==> config.mk <==
export PLATFORM = sky130hd
export DESIGN_NAME = pcg_bounded_sampler
export DESIGN_NICKNAME = d
export VERILOG_FILES = /design/src/rtl/pcg_pkg.sv /design/src/rtl/pcg_serial_divider.sv /design/src/rtl/pcg_bounded_sampler.sv
export SDC_FILE = /design/constraint.sdc
export NUM_CORES = 2
export LEC_CHECK = 0
export CORE_MARGIN = 8
export CORE_UTILIZATION = 40
export DETAILED_ROUTE_END_ITERATION = 10
export MAX_ROUTING_LAYER = met4
export SLEW_MARGIN = 20
export SYNTH_ARGS = -nofsm -noshare
export SYNTH_HDL_FRONTEND = slang
export SYNTH_SLANG_ARGS = --single-unit
==> constraint.sdc <==
create_clock -name clk -period 11.1 [get_ports clk]
set_clock_uncertainty 0.05 [all_clocks]
set_input_delay 1.665 -clock clk [delete_from_list [all_inputs] [get_ports clk]]
set_output_delay 1.665 -clock clk [all_outputs]
set_load 0.03 [all_outputs]
==> src/rtl/pcg_pkg.sv <==
// Shared types and constants for the PCG32 generator and bounded sampler.
// Holds the sampler FSM encoding and the generator's LCG constants.
package pcg_pkg;

  localparam int W_DEF     = 32;
  localparam int CNT_W_DEF = 16;

  localparam logic [W_DEF-1:0]     W_ONES  = '1;
  localparam logic [CNT_W_DEF-1:0] CNT_MAX = '1;

  localparam logic [63:0] PCG_MULT = 64'h5851_f42d_4c95_7f2d;
  localparam logic [63:0] PCG_INC  = 64'h1405_7b7e_f767_814f;

  typedef enum logic [2:0] {
    S_IDLE,
    S_THRESH,
    S_DRAW,
    S_CHECK,
    S_OUT
  } state_t;

endpackage

==> src/rtl/pcg_serial_divider.sv <==
// Bit-serial restoring divider, one quotient bit per cycle, W cycles.
// Only the remainder is kept; done is high during the final step.
module pcg_serial_divider
  import pcg_pkg::*;
#(
  parameter int W = W_DEF
) (
  input  logic         clk,
  input  logic         rst,
  input  logic         start,
  input  logic [W-1:0] dividend,
  input  logic [W-1:0] divisor,
  output logic         busy,
  output logic         done,
  output logic [W-1:0] remainder
);

  localparam int CW = $clog2(W);
  localparam logic [CW-1:0] LAST = CW'(W - 1);

  logic [W-1:0]  dq;
  logic [W-1:0]  dv;
  logic [W-1:0]  rem;
  logic [CW-1:0] cnt;
  logic [W:0]    trial;
  logic [W:0]    diff;
  logic          fits;

  // diff never underflows past bit W because trial < 2*divisor
  assign trial     = {rem, dq[W-1]};
  assign diff      = trial - {1'b0, dv};
  assign fits      = ~diff[W];
  assign remainder = fits ? diff[W-1:0] : trial[W-1:0];
  assign done      = busy && (cnt == LAST);

  always_ff @(posedge clk or posedge rst) begin
    if (rst) begin
      dq   <= '0;
      dv   <= '0;
      rem  <= '0;
      cnt  <= '0;
      busy <= 1'b0;
    end else if (start) begin
      dq   <= dividend;
      dv   <= divisor;
      rem  <= '0;
      cnt  <= '0;
      busy <= 1'b1;
    end else if (busy) begin
      rem <= remainder;
      dq  <= dq << 1;
      cnt <= cnt + 1'b1;
      if (done) busy <= 1'b0;
    end
  end

endmodule

==> src/rtl/pcg_bounded_sampler.sv <==
// Unbiased bounded sampler: Lemire multiply-and-reject over PCG32 words.
// The rejection threshold is computed serially and cached per bound.
module pcg_bounded_sampler
  import pcg_pkg::*;
#(
  parameter int W     = W_DEF,
  parameter int CNT_W = CNT_W_DEF
) (
  input  logic             clk,
  input  logic             rst,
  input  logic             req_valid,
  output logic             req_ready,
  input  logic [W-1:0]     req_bound,
  input  logic             rnd_valid,
  output logic             rnd_ready,
  input  logic [W-1:0]     rnd_data,
  output logic             out_valid,
  input  logic             out_ready,
  output logic [W-1:0]     out_value,
  output logic [CNT_W-1:0] rej_count
);

  state_t state;
  state_t nxt_state;

  logic [W-1:0]   b;
  logic [W-1:0]   cached;
  logic [W-1:0]   thr;
  logic           thr_valid;
  logic           pass;
  logic [2*W-1:0] m;

  logic         req_hs;
  logic         rnd_hs;
  logic         hit;
  logic         need_thr;
  logic         reject;
  logic         div_start;
  logic         div_busy;
  logic         div_done;
  logic [W-1:0] div_rem;

  assign req_hs   = req_valid & req_ready;
  assign rnd_hs   = rnd_valid & rnd_ready;
  assign hit      = thr_valid && (req_bound == cached);
  assign need_thr = (req_bound != '0) && !hit;
  assign reject   = m[W-1:0] < thr;

  pcg_serial_divider #(.W(W)) u_div (
    .clk       (clk),
    .rst       (rst),
    .start     (div_start),
    .dividend  ('0 - req_bound),
    .divisor   (req_bound),
    .busy      (div_busy),
    .done      (div_done),
    .remainder (div_rem)
  );

  always_ff @(posedge clk or posedge rst) begin
    if (rst) state <= S_IDLE;
    else     state <= nxt_state;
  end

  always_comb begin
    nxt_state = state;
    unique case (state)
      S_IDLE:   if (req_hs) nxt_state = need_thr ? S_THRESH : S_DRAW;
      S_THRESH: begin
        if (div_done)      nxt_state = S_DRAW;
        else if (!div_busy) nxt_state = S_IDLE;
      end
      S_DRAW:   if (rnd_hs) nxt_state = pass ? S_OUT : S_CHECK;
      S_CHECK:  nxt_state = reject ? S_DRAW : S_OUT;
      S_OUT:    if (out_ready) nxt_state = S_IDLE;
      default:  nxt_state = S_IDLE;
    endcase
  end

  // req_ready is masked by rst so it reads 0 during the reset cycle
  always_comb begin
    req_ready = (state == S_IDLE) && !rst;
    rnd_ready = (state == S_DRAW);
    out_valid = (state == S_OUT);
    div_start = req_ready && req_valid && need_thr;
  end

  always_ff @(posedge clk or posedge rst) begin
    if (rst) begin
      b         <= '0;
      cached    <= '0;
      thr       <= '0;
      thr_valid <= 1'b0;
      pass      <= 1'b0;
      m         <= '0;
      out_value <= '0;
      rej_count <= '0;
    end else begin
      unique case (state)
        S_IDLE: if (req_hs) begin
          b    <= req_bound;
          pass <= (req_bound == '0);
        end
        S_THRESH: if (div_done) begin
          thr       <= div_rem;
          cached    <= b;
          thr_valid <= 1'b1;
        end
        S_DRAW: if (rnd_hs) begin
          if (pass) out_value <= rnd_data;
          else      m <= (2*W)'(rnd_data) * (2*W)'(b);
        end
        S_CHECK: begin
          if (!reject)               out_value <= m[2*W-1:W];
          else if (rej_count != '1)  rej_count <= rej_count + 1'b1;
        end
        default: ;
      endcase
    end
  end

endmodule
* Word level (Yosys, flattened, before mapping)
Cells that the tools add are included.
** Cells by class
- Magnitude comparators :: 1
- Equality and inequality tests :: 13
- Multipliers :: 1
- Add/sub/neg operators :: 4
- Bitwise logic cells :: 3
- Multiplexer cells :: 23
- Reductions and logical operators :: 19
** Operators with widths (number)
- 2-to-1 mux 32 bit :: 8
- multiplier 32 x 32 -> 64 bit :: 1
- one-hot mux 32 bit (2 select lines) :: 1
- subtractor 33 x 32 -> 33 bit :: 1
- equality test 32 bit :: 1
- zero test 32 bit :: 1
- less-than comparator 32 bit :: 1
- nonzero test 32 bit :: 1
- subtractor 1 x 32 -> 32 bit, first input constant :: 1
- 2-to-1 mux 3 bit :: 7
- adder 16 x 1 -> 16 bit, second input constant :: 1
- != test 16 bit, second input constant :: 1
- one-hot mux 3 bit (5 select lines) :: 1
- 2-to-1 mux 5 bit :: 2
- AND reduction 4 bit :: 2
- equality test 3 x 2 -> 1 bit, second input constant :: 2
- logical AND 1 bit :: 6
- != test 2 x 1 -> 1 bit, second input constant :: 3
- AND reduction 3 bit :: 2
- adder 5 x 1 -> 5 bit, second input constant :: 1
- equality test 5 bit, second input constant :: 1
- != test 2 bit, second input constant :: 2
- AND reduction 2 bit :: 2
- nonzero test 2 bit :: 2
- 9 further kinds :: 13
** Word-level totals
- Output and inout port bits :: 51
- Flip-flop bits (word level) :: 315
- Word-level logic and storage cells :: 78
- Input port bits :: 69

* Logic depth before layout (Yosys ltp)
- Depth in word-level cells :: 7
- Gate-level depth with buffers :: 28
- Depth with buffers taken out :: 27

* Modules after synthesis
From an unflattened synthesis, not the netlist that was laid out.
** Second synthesis, totals
- Cells, all modules :: 5370
- Area, all modules :: 49615.1 sq um
** By module, submodules not included
- pcg_bounded_sampler :: area an instance 42997.5 sq um, times used 1, cells an instance 4599, seq. area each 5330.1 sq um
- pcg_serial_divider :: area an instance 6617.6 sq um, times used 1, cells an instance 771, seq. area each 2552.4 sq um

* Least setup slack after synthesis
Ideal clock, no wire load.
- Path kind :: input to register
- Start point :: in rnd_data[13]
- End point :: reg m[57]
- Data required time :: 10915 ps
- Buffers on the path :: 1
- Setup slack :: 2580 ps
- Setup time :: 135 ps
- Arrival time :: 8335 ps
- Stages :: 25
- Cells stage by stage :: clkbuf_1 and2_1 fa_1 fa_1 fa_1 inv_1 fa_1 inv_1 fa_1 inv_1 fa_1 inv_1 fa_1 fa_1 ha_1 and4_1 nand3_1 or4_1 a21o_1 a31oi_1 o21ai_0 a21oi_1 a41oi_1 xnor2_1 o21ai_0
** Between the ends
- Word-level cells in the longest chain between the ends :: 1
** Ends and longest elaborated chain
- start, declared :: line pcg_bounded_sampler.sv:16 : input logic [W-1:0] rnd_data,
- multiplier 32 x 32 -> 64 bit :: line pcg_bounded_sampler.sv:111 : else m <= (2*W)'(rnd_data) * (2*W)'(b);
- end signal, assigned :: line pcg_bounded_sampler.sv:111
- end, declared :: line pcg_bounded_sampler.sv:31 : logic [2*W-1:0] m;
Every way passes these cells.
A chain may end at the register's enable or synchronous reset.

* Worst setup path after layout
- Start point :: in rnd_data[13]
- End point :: reg m[60]
Same word-level chain as after synthesis.

==> implementation parameters <==
Parameter                              Value

STA
  Share of the clock period used by the worst path after layout    89.2%
  Least-Margin Pin Slew    1.06 ns
  Final-report hold violation count    0
  Final count of pins violating max slew    0
  Peak Freq    101 MHz
  Relative slew slack    29.1%
  Finish-stage setup viols    0
  RSZ-0062 raised after global routing    no
  Setup TNS    0 ns
  Final critical delay including setup and external delays    around 9.9 ns

Worst hold path
  Class of the worst hold path    flip-flop to flip-flop
  Number of instances on the worst hold path    1
  Startpoint of the tightest hold check path    thr_valid
  Worst Hold End    thr_valid

Final layout
  Most common cell after layout, fill and taps aside    sky130_fd_sc_hd__inv_1
  Fraction of layout instances using a drive strength above 1    under 10%
  Top library cells by usage in the layout, fill and taps aside    948 x sky130_fd_sc_hd__inv_1, 897 x sky130_fd_sc_hd__fa_1, 801 x sky130_fd_sc_hd__nand2_1, 612 x sky130_fd_sc_hd__and2_1, 330 x sky130_fd_sc_hd__ha_1
  Area growth from synthesis to final layout    8.43%
  Nets    ~6700

Clock network
  Worst-case clock buffer depth    3
  CTS hold repair buffers    0
  CTS tree    done
  Buffer count from post-CTS setup fixing    0
  H-tree depth    2
  CTS Buf Count    36
  Clock-pin slew of the registers on the worst-case setup and hold paths    approximately 0.07 ns
  TritonCTS sink count    approximately 320
  Master cell of the clock root buffer    sky130_fd_sc_hd__clkbuf_16
  Latest clock arrival within the worst-skew pair    0.56 ns
  Number of gates given a new drive strength after cts    0

Global routing
  Largest net degree at the start of global routing    122
  Antenna violations before repair    10
  Global-route wire length before repair    approximately 220000 µm
  Congestion Overflow GR    0
  Via count of the first global-routing pass    approximately 38000
  Total global routing track utilization    between 20 and 25%

Synth
  Syn nets    6695
  Syn avg cell area    about 9.1 µm²
  Cell taking the most area after synthesis    sky130_fd_sc_hd__fa_1
  Library cells used by synthesis    73
  Synthesis-stage register bit count    between 300 and 400
  Yosys warning count    0
  Leading cell types by total area after synthesis    sky130_fd_sc_hd__fa_1 36%, sky130_fd_sc_hd__dfrtp_1 16%, sky130_fd_sc_hd__ha_1 8.4%
  Netlist Area Pre-Place    between 0.04 and 0.05 mm²
  Proportion of netlist area held by the largest area contributor    about 36%
  Count of flip-flops with a built-in enable after synthesis    0
  Sequential share of the synthesized area    16.0%
  Primary flip-flop cell chosen by synthesis mapping    sky130_fd_sc_hd__dfrtp_1
  Share of async-settable or async-resettable flops after synthesis    100%
  Synthesized instance count    5399

Worst setup path
  Delay of the slowest cell on the worst path    0.88 ns
  Start of the worst register-to-register path    b[10]
  WS Path Type    input port to flip-flop
  Most used cell along the critical path    sky130_fd_sc_hd__fa_1
  Crit-path max FO    15
  CP Data Required Time    about 11 ns
  Worst R2R End    m[60]
  Internal reg-to-reg setup slack    roughly 2.1 ns
  Critical path's slowest cell    sky130_fd_sc_hd__clkdlybuf4s50_1
  Startpoint kind of the worst setup timing path    input port
  Depth of the worst register-to-register path    23
  WP data arrival    10.26 ns
  Endpoint kind of the worst setup timing path    flip-flop

Routing
  Number of design rule violations left after detail routing    0
  Routed length per placed instance    about 20 µm
  Antenna Violating Nets Remaining    0
  Count of routing violations after the opening detailed-route iteration    between 2000 and 2500
  Length of the first detailed-routing pass in iterations    7
  Total wire length after detailed routing    roughly 140000 µm
  Mean number of vias per cell    between 5 and 6
  Total via count in the routed design    ~36000

Placement
  Count of buffers from port buffering    roughly 120
  Routability-driven placement congestion ratio    approximately 0.95
  Detailed placement HPWL    approximately 110000 µm

Job
  Max-Cap Viols    0

Floorplanning
  Die outline width    367 µm
  Core Region    around 0.12 mm²
  Number of placement rows    around 130
  Die ar.    around 0.13 mm²
  Die Ht    around 370 µm
  I/O pin count    120
  Effective utilization at floorplan    about 40%

Outcome
  Status    finished clean
## layout make-up
type                    instances  area, µm²
multi-input cells            3825      36700
inverters                     950       3570
clock buffers                  47        992
flip-flops and latches        315       7890
diodes                          5       12.5
well taps                    1637       2050
repair buffers                230       2060
clock inverters                18        243
fillers                     12000      69600
## layer usage
metal  up-vias  track usage, %  share of wire (%)
met5         -               -                  0
met4         0            6.52                3.7
met3       226            2.82                5.7
met2      1034            34.8                 47
met1     18700            28.5                 43
li1      16300               -                  -
## cell usage after synthesis, types with 3 or more instances
cell type	n
sky130_fd_sc_hd__a211o_1	4
sky130_fd_sc_hd__a211oi_1	10
sky130_fd_sc_hd__a21boi_0	4
sky130_fd_sc_hd__a21o_1	61
sky130_fd_sc_hd__a21oi_1	195
sky130_fd_sc_hd__a221oi_1	3
sky130_fd_sc_hd__a311oi_1	4
sky130_fd_sc_hd__a31o_2	3
sky130_fd_sc_hd__a31oi_1	19
sky130_fd_sc_hd__and2_1	612
sky130_fd_sc_hd__and3_1	21
sky130_fd_sc_hd__and4_1	4
sky130_fd_sc_hd__buf_1	9
sky130_fd_sc_hd__buf_2	11
sky130_fd_sc_hd__buf_4	8
sky130_fd_sc_hd__buf_6	6
sky130_fd_sc_hd__clkbuf_1	275
sky130_fd_sc_hd__dfrtp_1	315
sky130_fd_sc_hd__fa_1	897
sky130_fd_sc_hd__ha_1	330
sky130_fd_sc_hd__inv_1	949
sky130_fd_sc_hd__mux2_2	34
sky130_fd_sc_hd__mux2i_1	93
sky130_fd_sc_hd__nand2_1	803
sky130_fd_sc_hd__nand2b_1	17
sky130_fd_sc_hd__nand3_1	30
sky130_fd_sc_hd__nand3b_1	3
sky130_fd_sc_hd__nand4_1	32
sky130_fd_sc_hd__nor2_1	138
sky130_fd_sc_hd__nor2b_1	18
sky130_fd_sc_hd__nor3_1	31
sky130_fd_sc_hd__nor3b_1	3
sky130_fd_sc_hd__nor4_1	8
sky130_fd_sc_hd__nor4b_1	3
sky130_fd_sc_hd__o211ai_1	7
sky130_fd_sc_hd__o21a_1	12
sky130_fd_sc_hd__o21ai_0	124
sky130_fd_sc_hd__o21ai_1	54
sky130_fd_sc_hd__o21bai_1	17
sky130_fd_sc_hd__o31ai_1	12
sky130_fd_sc_hd__or2_2	3
sky130_fd_sc_hd__or3_1	13
sky130_fd_sc_hd__or4_1	5
sky130_fd_sc_hd__xnor2_1	96
sky130_fd_sc_hd__xor2_1	64
## sequential cells by signal, indices dropped and copies added, names as in the netlist
name and cells:
state 3, u_div.dq 32, u_div.rem 32, m 64, u_div.dv 32, pass 1
thr_valid 1, cached 32, b 32, u_div.busy 1, out_value 32, u_div.cnt 5
rej_count 16, thr 32
## logic make-up (layout without fill, tap and decap cells)
kind of cell,after synthesis,in the layout,share of synthesized area (%)
AO/OA/AOI/OAI,555,555,6.62
multiplexers,127,127,2.66
flip-flops,315,315,16.0
XOR/XNOR,160,160,2.84
adder cells (fa/ha/maj),1227,1227,44.7
AND/OR/NAND/NOR,1756,1756,17.4
other,0,5,0
buffers and inverters,1259,1245,9.75
## per-stage QoR
step	utilization (%)	worst slack (ns)	hold slack [ns]	cell area [µm²]	std cells
floorplan	-	0.670	0.380	49400	5399
global placement	42.5	0.801	0.399	52300	6957
detailed placement	42.5	0.729	0.406	52300	6957
CTS	43.5	1.29	0.424	53500	7022
global route	43.5	0.885	0.453	53500	7024
finish	43.5	1.20	0.421	53600	7027
## worst max path at each step
stage / from / end / slack (ns) / cells after the start
2_1_floorplan: rst / b[0] / 0.67 / 1
3_3_place_gp: rnd_data[13] / m[57] / 0.80 / 25
3_5_place_dp: rnd_data[13] / m[60] / 0.73 / 25
4_1_cts: rnd_data[13] / m[57] / 1.29 / 25
5_1_grt: rnd_data[13] / m[60] / 0.89 / 26
6_report: rnd_data[13] / m[60] / 1.20 / 25
## worst max-delay path: cells and delay by family
family / cells / cell delay (ns)
muxes: 1 / 0.18
and+or+nand+nor: 4 / 1.00
buffers and inverters: 5 / 1.10
adders and majority gates: 9 / 4.32
AOI/OAI and AO/OA: 6 / 1.95
Power is not shown: default switching activity piles up to over one toggle a cycle in this logic, so the estimate is an artifact.
